==> src/rtl/byte_serial_add_ctrl_pkg.sv <==
// byte_add_pkg: shared width, FSM state type and counter-width helper for byte_serial_add_ctrl
package byte_add_pkg;
    localparam int BYTE_W = 8;
    typedef enum logic {ST_FIRST, ST_CHAIN} state_t;
    function automatic int cnt_w(input int max_bytes);
        return (max_bytes > 1) ? $clog2(max_bytes) : 1;
    endfunction
endpackage

==> src/rtl/byte_serial_add_ctrl_if.sv <==
// byte_serial_add_ctrl_if: operand-byte input stream and sum-byte output stream
//   in_valid/in_ready/in_a/in_b/in_ci/in_last[/in_sub] : operand bytes, LSB first
//   out_valid/out_ready/out_s/out_co/out_last          : registered sum bytes
//   in_sub exists only when SUBTRACT_EN is defined
//   master = stream producer/consumer side, slave = the controller
interface byte_serial_add_ctrl_if;
    import byte_add_pkg::*;
    logic              in_valid;
    logic              in_ready;
    logic [BYTE_W-1:0] in_a;
    logic [BYTE_W-1:0] in_b;
    logic              in_ci;
    logic              in_last;
`ifdef SUBTRACT_EN
    logic              in_sub;
`endif
    logic              out_valid;
    logic              out_ready;
    logic [BYTE_W-1:0] out_s;
    logic              out_co;
    logic              out_last;

    modport master (
`ifdef SUBTRACT_EN
        output in_sub,
`endif
        output in_valid, in_a, in_b, in_ci, in_last, out_ready,
        input  in_ready, out_valid, out_s, out_co, out_last
    );

    modport slave (
`ifdef SUBTRACT_EN
        input  in_sub,
`endif
        input  in_valid, in_a, in_b, in_ci, in_last, out_ready,
        output in_ready, out_valid, out_s, out_co, out_last
    );
endinterface

==> src/rtl/byte_serial_add_ctrl_adder8.sv <==
// adder8: 8-bit combinational adder with carry in/out
//   a, b : addends    ci : carry in    s : sum    co : carry out
module adder8 (
    output logic [7:0] s,
    output logic       co,
    input  logic [7:0] a,
    input  logic [7:0] b,
    input  logic       ci
);
    assign {co, s} = {1'b0, a} + {1'b0, b} + {8'd0, ci};
endmodule

==> src/rtl/byte_serial_add_ctrl.sv <==
// byte_serial_add_ctrl: byte-serial multi-precision add controller around adder8
//   clk   : rising-edge clock
//   rst_n : asynchronous active-low reset
//   bus   : operand input stream and registered sum output stream (slave modport)
//   busy  : high while mid-word (ST_CHAIN)
//   err   : sticky, set when a word is truncated at MAX_BYTES
//   Optional macro SUBTRACT_EN adds in_sub and two's-complement subtraction.
module byte_serial_add_ctrl
    import byte_add_pkg::*;
#(
    parameter int MAX_BYTES = 4
) (
    input  logic                  clk,
    input  logic                  rst_n,
    byte_serial_add_ctrl_if.slave bus,
    output logic                  busy,
    output logic                  err
);
    localparam int CW = cnt_w(MAX_BYTES);
    localparam logic [CW-1:0] LAST_IDX = CW'(MAX_BYTES - 1);

    state_t            state, state_nx;
    logic [CW-1:0]     byte_cnt;
    logic              carry_q;
    logic              accept, first, at_max, last_eff;
    logic [BYTE_W-1:0] add_b, add_s;
    logic              add_ci, add_co;

    assign bus.in_ready = !bus.out_valid || bus.out_ready;
    assign accept       = bus.in_valid && bus.in_ready;
    assign first        = state == ST_FIRST;
    assign at_max       = byte_cnt == LAST_IDX;
    assign last_eff     = bus.in_last || at_max;

`ifdef SUBTRACT_EN
    logic sub_q, sub_eff;
    // The mode is taken live from the port on the first byte, then from the latch.
    assign sub_eff = first ? bus.in_sub : sub_q;
    assign add_b   = sub_eff ? ~bus.in_b : bus.in_b;
    // Subtraction forces the +1 of the two's complement in place of in_ci.
    assign add_ci  = first ? (bus.in_sub || bus.in_ci) : carry_q;

    always_ff @(posedge clk or negedge rst_n) begin
        if (!rst_n)
            sub_q <= 1'b0;
        else if (accept && first)
            sub_q <= bus.in_sub;
    end
`else
    assign add_b  = bus.in_b;
    assign add_ci = first ? bus.in_ci : carry_q;
`endif

    adder8 u_add (
        .s  (add_s),
        .co (add_co),
        .a  (bus.in_a),
        .b  (add_b),
        .ci (add_ci)
    );

    always_ff @(posedge clk or negedge rst_n) begin
        if (!rst_n)
            state <= ST_FIRST;
        else
            state <= state_nx;
    end

    always_comb begin
        state_nx = accept ? (last_eff ? ST_FIRST : ST_CHAIN) : state;
    end

    always_comb begin
        busy = state == ST_CHAIN;
    end

    always_ff @(posedge clk or negedge rst_n) begin
        if (!rst_n) begin
            bus.out_valid <= 1'b0;
            bus.out_s     <= '0;
            bus.out_co    <= 1'b0;
            bus.out_last  <= 1'b0;
            carry_q       <= 1'b0;
            byte_cnt      <= '0;
            err           <= 1'b0;
        end else if (accept) begin
            bus.out_valid <= 1'b1;
            bus.out_s     <= add_s;
            bus.out_co    <= last_eff && add_co;
            bus.out_last  <= last_eff;
            carry_q       <= add_co;
            byte_cnt      <= last_eff ? '0 : byte_cnt + CW'(1);
            if (at_max && !bus.in_last)
                err <= 1'b1;
        end else if (bus.out_ready) begin
            bus.out_valid <= 1'b0;
        end
    end
endmodule
==> src/flat_wrapper.sv <==
// flat-port wrapper written by rule: the top's interface ports become plain ports
module byte_serial_add_ctrl_flat import byte_add_pkg::*;
#(
    parameter int MAX_BYTES = 4
)
  (clk, rst_n, busy, err, bus_in_valid, bus_in_a, bus_in_b, bus_in_ci, bus_in_last, bus_out_ready, bus_in_ready, bus_out_valid, bus_out_s, bus_out_co, bus_out_last);
  byte_serial_add_ctrl_if bus_i ();
  input  logic clk;
  input  logic rst_n;
  output logic busy;
  output logic err;
  input wire logic [$bits(bus_i.in_valid)-1:0] bus_in_valid;
  input wire logic [$bits(bus_i.in_a)-1:0] bus_in_a;
  input wire logic [$bits(bus_i.in_b)-1:0] bus_in_b;
  input wire logic [$bits(bus_i.in_ci)-1:0] bus_in_ci;
  input wire logic [$bits(bus_i.in_last)-1:0] bus_in_last;
  input wire logic [$bits(bus_i.out_ready)-1:0] bus_out_ready;
  output wire logic [$bits(bus_i.in_ready)-1:0] bus_in_ready;
  output wire logic [$bits(bus_i.out_valid)-1:0] bus_out_valid;
  output wire logic [$bits(bus_i.out_s)-1:0] bus_out_s;
  output wire logic [$bits(bus_i.out_co)-1:0] bus_out_co;
  output wire logic [$bits(bus_i.out_last)-1:0] bus_out_last;
  assign bus_i.in_valid = bus_in_valid;
  assign bus_i.in_a = bus_in_a;
  assign bus_i.in_b = bus_in_b;
  assign bus_i.in_ci = bus_in_ci;
  assign bus_i.in_last = bus_in_last;
  assign bus_i.out_ready = bus_out_ready;
  assign bus_in_ready = bus_i.in_ready;
  assign bus_out_valid = bus_i.out_valid;
  assign bus_out_s = bus_i.out_s;
  assign bus_out_co = bus_i.out_co;
  assign bus_out_last = bus_i.out_last;
  byte_serial_add_ctrl #(.MAX_BYTES(MAX_BYTES)) u_core (.clk(clk), .rst_n(rst_n), .bus(bus_i), .busy(busy), .err(err));
endmodule
==> config.mk <==
export PLATFORM = sky130hd
export DESIGN_NAME = byte_serial_add_ctrl_flat
export DESIGN_NICKNAME = d
export VERILOG_FILES = /design/src/rtl/byte_serial_add_ctrl_pkg.sv /design/src/rtl/byte_serial_add_ctrl_if.sv /design/src/rtl/byte_serial_add_ctrl_adder8.sv /design/src/rtl/byte_serial_add_ctrl.sv /design/src/flat_wrapper.sv
export SDC_FILE = /design/constraint.sdc
export NUM_CORES = 1
export LEC_CHECK = 0
export CORE_MARGIN = 5
export CORE_UTILIZATION = 30
export DETAILED_ROUTE_END_ITERATION = 12
export GPL_ROUTABILITY_DRIVEN = 0
export MAX_ROUTING_LAYER = met4
export SYNTH_ARGS = -nofsm -noshare
export SYNTH_HDL_FRONTEND = slang
export SYNTH_SLANG_ARGS = --single-unit
==> constraint.sdc <==
create_clock -name clk -period 4.5 [get_ports clk]
set_input_delay 0.9 -clock clk [delete_from_list [all_inputs] [get_ports clk]]
set_output_delay 0.9 -clock clk [all_outputs]
set_load 0.01 [all_outputs]
* Word level (Yosys, flattened, before mapping) *
Index checks and enable logic that the tools add are counted.

cells by class
  add/subtract/negate cells = 3
  reduce and logical (&&, ||, !) cells = 9
  muxes and demuxes = 5
  equality and inequality tests = 1

operators by type and width
  cell                                                           number
  8-bit by 8-bit adder with 9-bit output                         1
  9-bit by 1-bit adder with 9-bit output                         1
  1-bit two-way mux                                              4
  1-bit logical AND                                              3
  2-bit by 1-bit adder with 2-bit output, second input constant  1
  2-bit == test, second input constant                           1
  1-bit logical NOT                                              2
  1-bit logical OR                                               2
  2-bit two-way mux                                              1
  2-bit AND reduction                                            1
  2-bit nonzero test                                             1

word-level totals
  register bits after elaboration = 16
  output and inout bits = 14

* Logic depth before layout (Yosys ltp) *
  depth in word-level cells = 4
  gate-level depth with buffers = 7
  depth with buffers taken out = 7

* Modules after synthesis *
A second synthesis with hierarchy kept.

second synthesis, totals
  cells, all modules = 88
  area, all modules = 1014.7 um^2

by module, submodules not included
  module                cells an instance  sequential area each (um^2)  area each (um^2)  instances
  byte_serial_add_ctrl  46                 400.4                        683.2             1
  adder8                42                 0.0                          331.6             1

* Least setup slack after synthesis *
OpenSTA, ideal clock, no wires.

  path type = input to register
  start point = in bus_in_ci
  end point = reg u_core.bus.out_co
  stages on the path = 7
  setup time = 0.133 ns
  path slack = 1.598 ns
  arrival = 2.769 ns
  path through = mux2_2 -> fa_1 -> fa_1 -> a21o_1 -> a21o_1 -> a2111oi_4 -> nor3_1

on the way
  longest elaborated chain between the ends = 3

ends and longest elaborated chain
  item                                    RTL line                           RTL
  from (decl)                             flat_wrapper.sv:15                 input wire logic [$bits(bus_i.in_ci)-1:0] bus_in_ci;
  1-bit two-way mux                       byte_serial_add_ctrl.sv:51         assign add_ci = first ? bus.in_ci : carry_q;
  9-bit by 1-bit adder with 9-bit output  byte_serial_add_ctrl_adder8.sv:10  assign {co, s} = {1'b0, a} + {1'b0, b} + {8'd0, ci};
  1-bit logical AND                       byte_serial_add_ctrl.sv:89         bus.out_co <= last_eff && add_co;
  to (signal assigned)                    byte_serial_add_ctrl.sv:89
  to (decl)                               byte_serial_add_ctrl_if.sv:36      output in_ready, out_valid, out_s, out_co, out_last

Every way passes these cells.
A chain may end at the register's enable or synchronous reset.

* Worst setup path in the final report *
Ends and elaborated chain as after synthesis.

==> impl_metrics.csv <==
group,metric,value,unit
routing,num_vias,896,
routing,drc_errors,0,
clock_tree,clkSinkCount,16,
clock_tree,clockRootBuffer,"clkbuf_4",
timing,fin_tns_setup,0,ns
worst_setup_path,cp_data_required_time,4.67,ns
logic_synthesis,syn_area_per_cell,10.0,µm²
die,start_util,31.0,%
logic_synthesis,synth_simple_gate_area_share,24.2,%
clock_tree,cts.clk_slew.worst_paths,0.10,ns
cells_and_area,multi_input_area,628,µm²
global_route,grt.met1_usage,13.5,%
die,die_y,69.0,µm
die,core,0.00336,mm²
pwr,worst_ir_drop_vdd,0.147,mV
logic_synthesis,yosys.area_share.adder,13.4,%
logic_synthesis,synth_edf_count,0,
logic_synthesis,synthMuxAreaShare,3.24,%
place,dp_slack,1.10,ns
worst_setup_path,crit_slowest_cell,"fa_1",
logic_synthesis,synth-xor-area-share,2.52,%
clock_tree,cts_buffers,3,
pwr,pwr-share-seq,40.4,%
timing,finalMaxSlewViolations,0,
global_route,grt_usage,11.1,%
global_route,busiest_layer,"met2",
worst_setup_path,regToRegEndpoint,"u_core.bus.out_co",
logic_synthesis,syn-num-nets,136,
routing,routedWlPerCell,12.4,µm
logic_synthesis,synth-async-reset-ratio,100,%
worst_setup_path,worst_path_dominant_cell_family,"adder cells",
routing,drt-pass1-iter-count,4,
clock_tree,post_cts_buffers,0,
worst_hold_path,min_to,"u_core.byte_cnt[1]",
routing,drt_wl_total,2.34,mm
worst_setup_path,crit_fanout,3,
logic_synthesis,ys_types,34,
clock_tree,postCtsHoldBufs,0,
logic_synthesis,synthTopCellsByArea,"dfrtp_1 38%, ha_1 9.6%, nand2_1 6.8%, fa_1 3.8%, o21ai_0 3.8%",
worst_setup_path,path_cells,"clkdlybuf4s50_1 -> mux2_2 -> fa_1 -> fa_1 -> a21o_1 -> a21o_1 -> a2111oi_4 -> nor3_1",
cells_and_area,area_growth,42.2,%
timing,skew,0.00240,ns
pwr,leakagePower,0.629,nW
logic_synthesis,synth.cell_area,0.00104,mm²
global_route,grt_pass1_wl,3.88,mm
logic_synthesis,ys_seq_area_share,38.4,%
worst_setup_path,r2r_cells,7,
logic_synthesis,synthCells,104,
cells_and_area,n_fill_cell,362,
logic_synthesis,ys.flop_type,"dfrtp_1",
global_route,grt_max_degree,17,
routing,avgViaCountPerCell,4.77,
die,rows,21,
timing,setup_viol,0,
pwr,clkPwrFrac,20.2,%
flow_run,cap_violations,0,
global_route,grtUsageMet3,3.57,%
worst_setup_path,cp-end-kind,"flop",
logic_synthesis,synthTopCellsByCount,"19 x nand2_1, 16 x dfrtp_1, 8 x ha_1, 8 x o21ai_0, 5 x nor2_1",
clock_tree,h-tree-depth,1,
logic_synthesis,synth_compound_area_share,16.8,%
timing,worst_pin_slew,0.736,ns
timing,hold_slack,0.485,ns
global_route,antenna_found_initial,0,
clock_tree,cts.path.max_buffers,2,
worst_setup_path,reg2reg_from,"u_core.busy",
timing,finalCritPeriodShare,68.6,%
cells_and_area,drive_gt1_share,12.0,%
routing,antenna_left,0,
pwr,p_int,0.329,mW
logic_synthesis,yosysMostFrequentCell,"nand2_1",
pwr,pwr_density_cell,319,mW/mm²
logic_synthesis,synth_top_family_by_area,"simple AND/OR/NAND/NOR gates",
timing,timing.fmax,0.324,GHz
worst_hold_path,min_from,"u_core.byte_cnt[1]",
die,die-area,0.00476,mm²
worst_setup_path,cp-start-kind,"primary input",
place,portBuffers,35,
pwr,share_comb_of_total_power,39.3,%
place,hpwlAfterDp,1.90,mm
cells_and_area,antenna_cells,0,
die,fp.dieW,69.0,µm
worst_setup_path,worstSetupPathType,"in2reg",
clock_tree,cts_resized,0,
worst_hold_path,min_path_type,"reg2reg",
cells_and_area,final_nets,175,
timing,period_minus_slack,3.09,ns
global_route,grt-ovfl-total,0,
logic_synthesis,yosysTopAreaCell,"dfrtp_1",
timing,relSlewSlack,50.8,%
logic_synthesis,ys_ff_latch,16,
pwr,swShare,30.4,%
global_route,grt_use_met2,18.8,%
routing,drt_iter0_markers,57,
timing,rsz0062_at_grt,"false",
worst_setup_path,rrSetupSlack,1.96,ns
clock_tree,cts_tree,"done",
worst_hold_path,min_path_cells,2,
worst_setup_path,arrival,3.26,ns
clock_tree,clk_latency,0.29,ns
cells_and_area,final-seq-area,400,µm²
die,io_pins,36,
pwr,p_switching,0.144,mW
worst_setup_path,slowest_delay,0.44,ns
worst_setup_path,path_buf_inv,1,
global_route,grt_pass1_vias,903,
timing,hold_viol,0,
timing,finalWorstSetupSlack,1.41,ns
cells_and_area,final_util,44.1,%
status,status,"finished, final reports clean",
logic_synthesis,yosys_warnings,0,
logic_synthesis,synth_top_area_share,38.4,%
final cells by class:
cell class                 count  area share [%]
sequential                    16            27.0
clock buffer                   4            2.45
multi-input combinational     84            42.3
tap                           46            3.88
timing repair buffer          35            23.6
inverter                       3           0.759
layout by cell type (no fill, tap or decap), types with 2 or more instances in the layout:
cell type,count
nand3b_1,2
ha_1,8
nand2_1,19
xnor2_1,2
clkdlybuf4s50_1,35
clkbuf_4,3
nor3_1,2
nor2_1,5
inv_2,2
o21ai_0,8
a21oi_1,2
fa_1,2
mux2_2,3
o21bai_1,2
dfrtp_1,16
nand3_1,3
nand4_1,2
nand4b_1,4
a211oi_1,3
a21o_1,3
worst min-delay path: stages (launching register included):
cell     delay (ns)
dfrtp_1        0.36
nand2_1        0.05
nand2_1        0.05
how the worst max path moves through the flow:
stage | endpoint | start | cells past startpoint | slack [ns]
2_1_floorplan | u_core.bus.out_co | bus_in_ci | 7 | 1.60
3_3_place_gp | u_core.bus.out_co | bus_in_ci | 8 | 1.12
3_5_place_dp | u_core.bus.out_co | bus_in_ci | 8 | 1.10
4_1_cts | u_core.bus.out_co | bus_in_ci | 8 | 1.41
5_1_grt | u_core.carry_q | bus_in_ci | 8 | 1.30
6_report | u_core.bus.out_co | bus_in_ci | 8 | 1.41
per-stage QoR:
stage	std cells	total power [mW]	cell area [µm²]
2_1_floorplan	104	0.288	1040
3_3_place_gp	184	0.380	1450
3_5_place_dp	184	0.383	1450
4_1_cts	188	0.482	1480
5_1_grt	188	0.511	1480
6_report	188	0.473	1480
routing by layer:
layer  vias up  part of all wire [%]  wire [µm]
li1        457                     -          -
met1       412                    48       1120
met2        27                    47       1090
met3         0                   5.5        128
met4         0                     0          0
met5         -                     0          0
flip-flops by register name, summed over array words and instances, names as in the netlist:
| signal | flops |
|---|---|
| u_core.carry_q | 1 |
| u_core.bus.out_s | 8 |
| u_core.byte_cnt | 2 |
| u_core.bus.out_co | 1 |
| u_core.bus.out_valid | 1 |
| u_core.busy | 1 |
| u_core.bus.out_last | 1 |
| u_core.err | 1 |
cell families (layout without fill, tap and decap cells):
family	count (synthesis)	after routing
multiplexers	3	3
AO/OA/AOI/OAI	23	23
XOR/XNOR	3	3
adder cells (fa/ha/maj)	10	10
AND/OR/NAND/NOR	45	45
buffers and inverters	4	42
flip-flops	16	16
power by group through the flow:
stage / Clock, mW / Combinational [mW] / Sequential [mW]
2_1_floorplan: 0 / 0.0829 / 0.205
3_3_place_gp: 0 / 0.186 / 0.194
3_5_place_dp: 0 / 0.188 / 0.195
4_1_cts: 0.101 / 0.189 / 0.192
5_1_grt: 0.108 / 0.207 / 0.196
6_report: 0.0957 / 0.186 / 0.191
(Power assumes the default switching activity.)
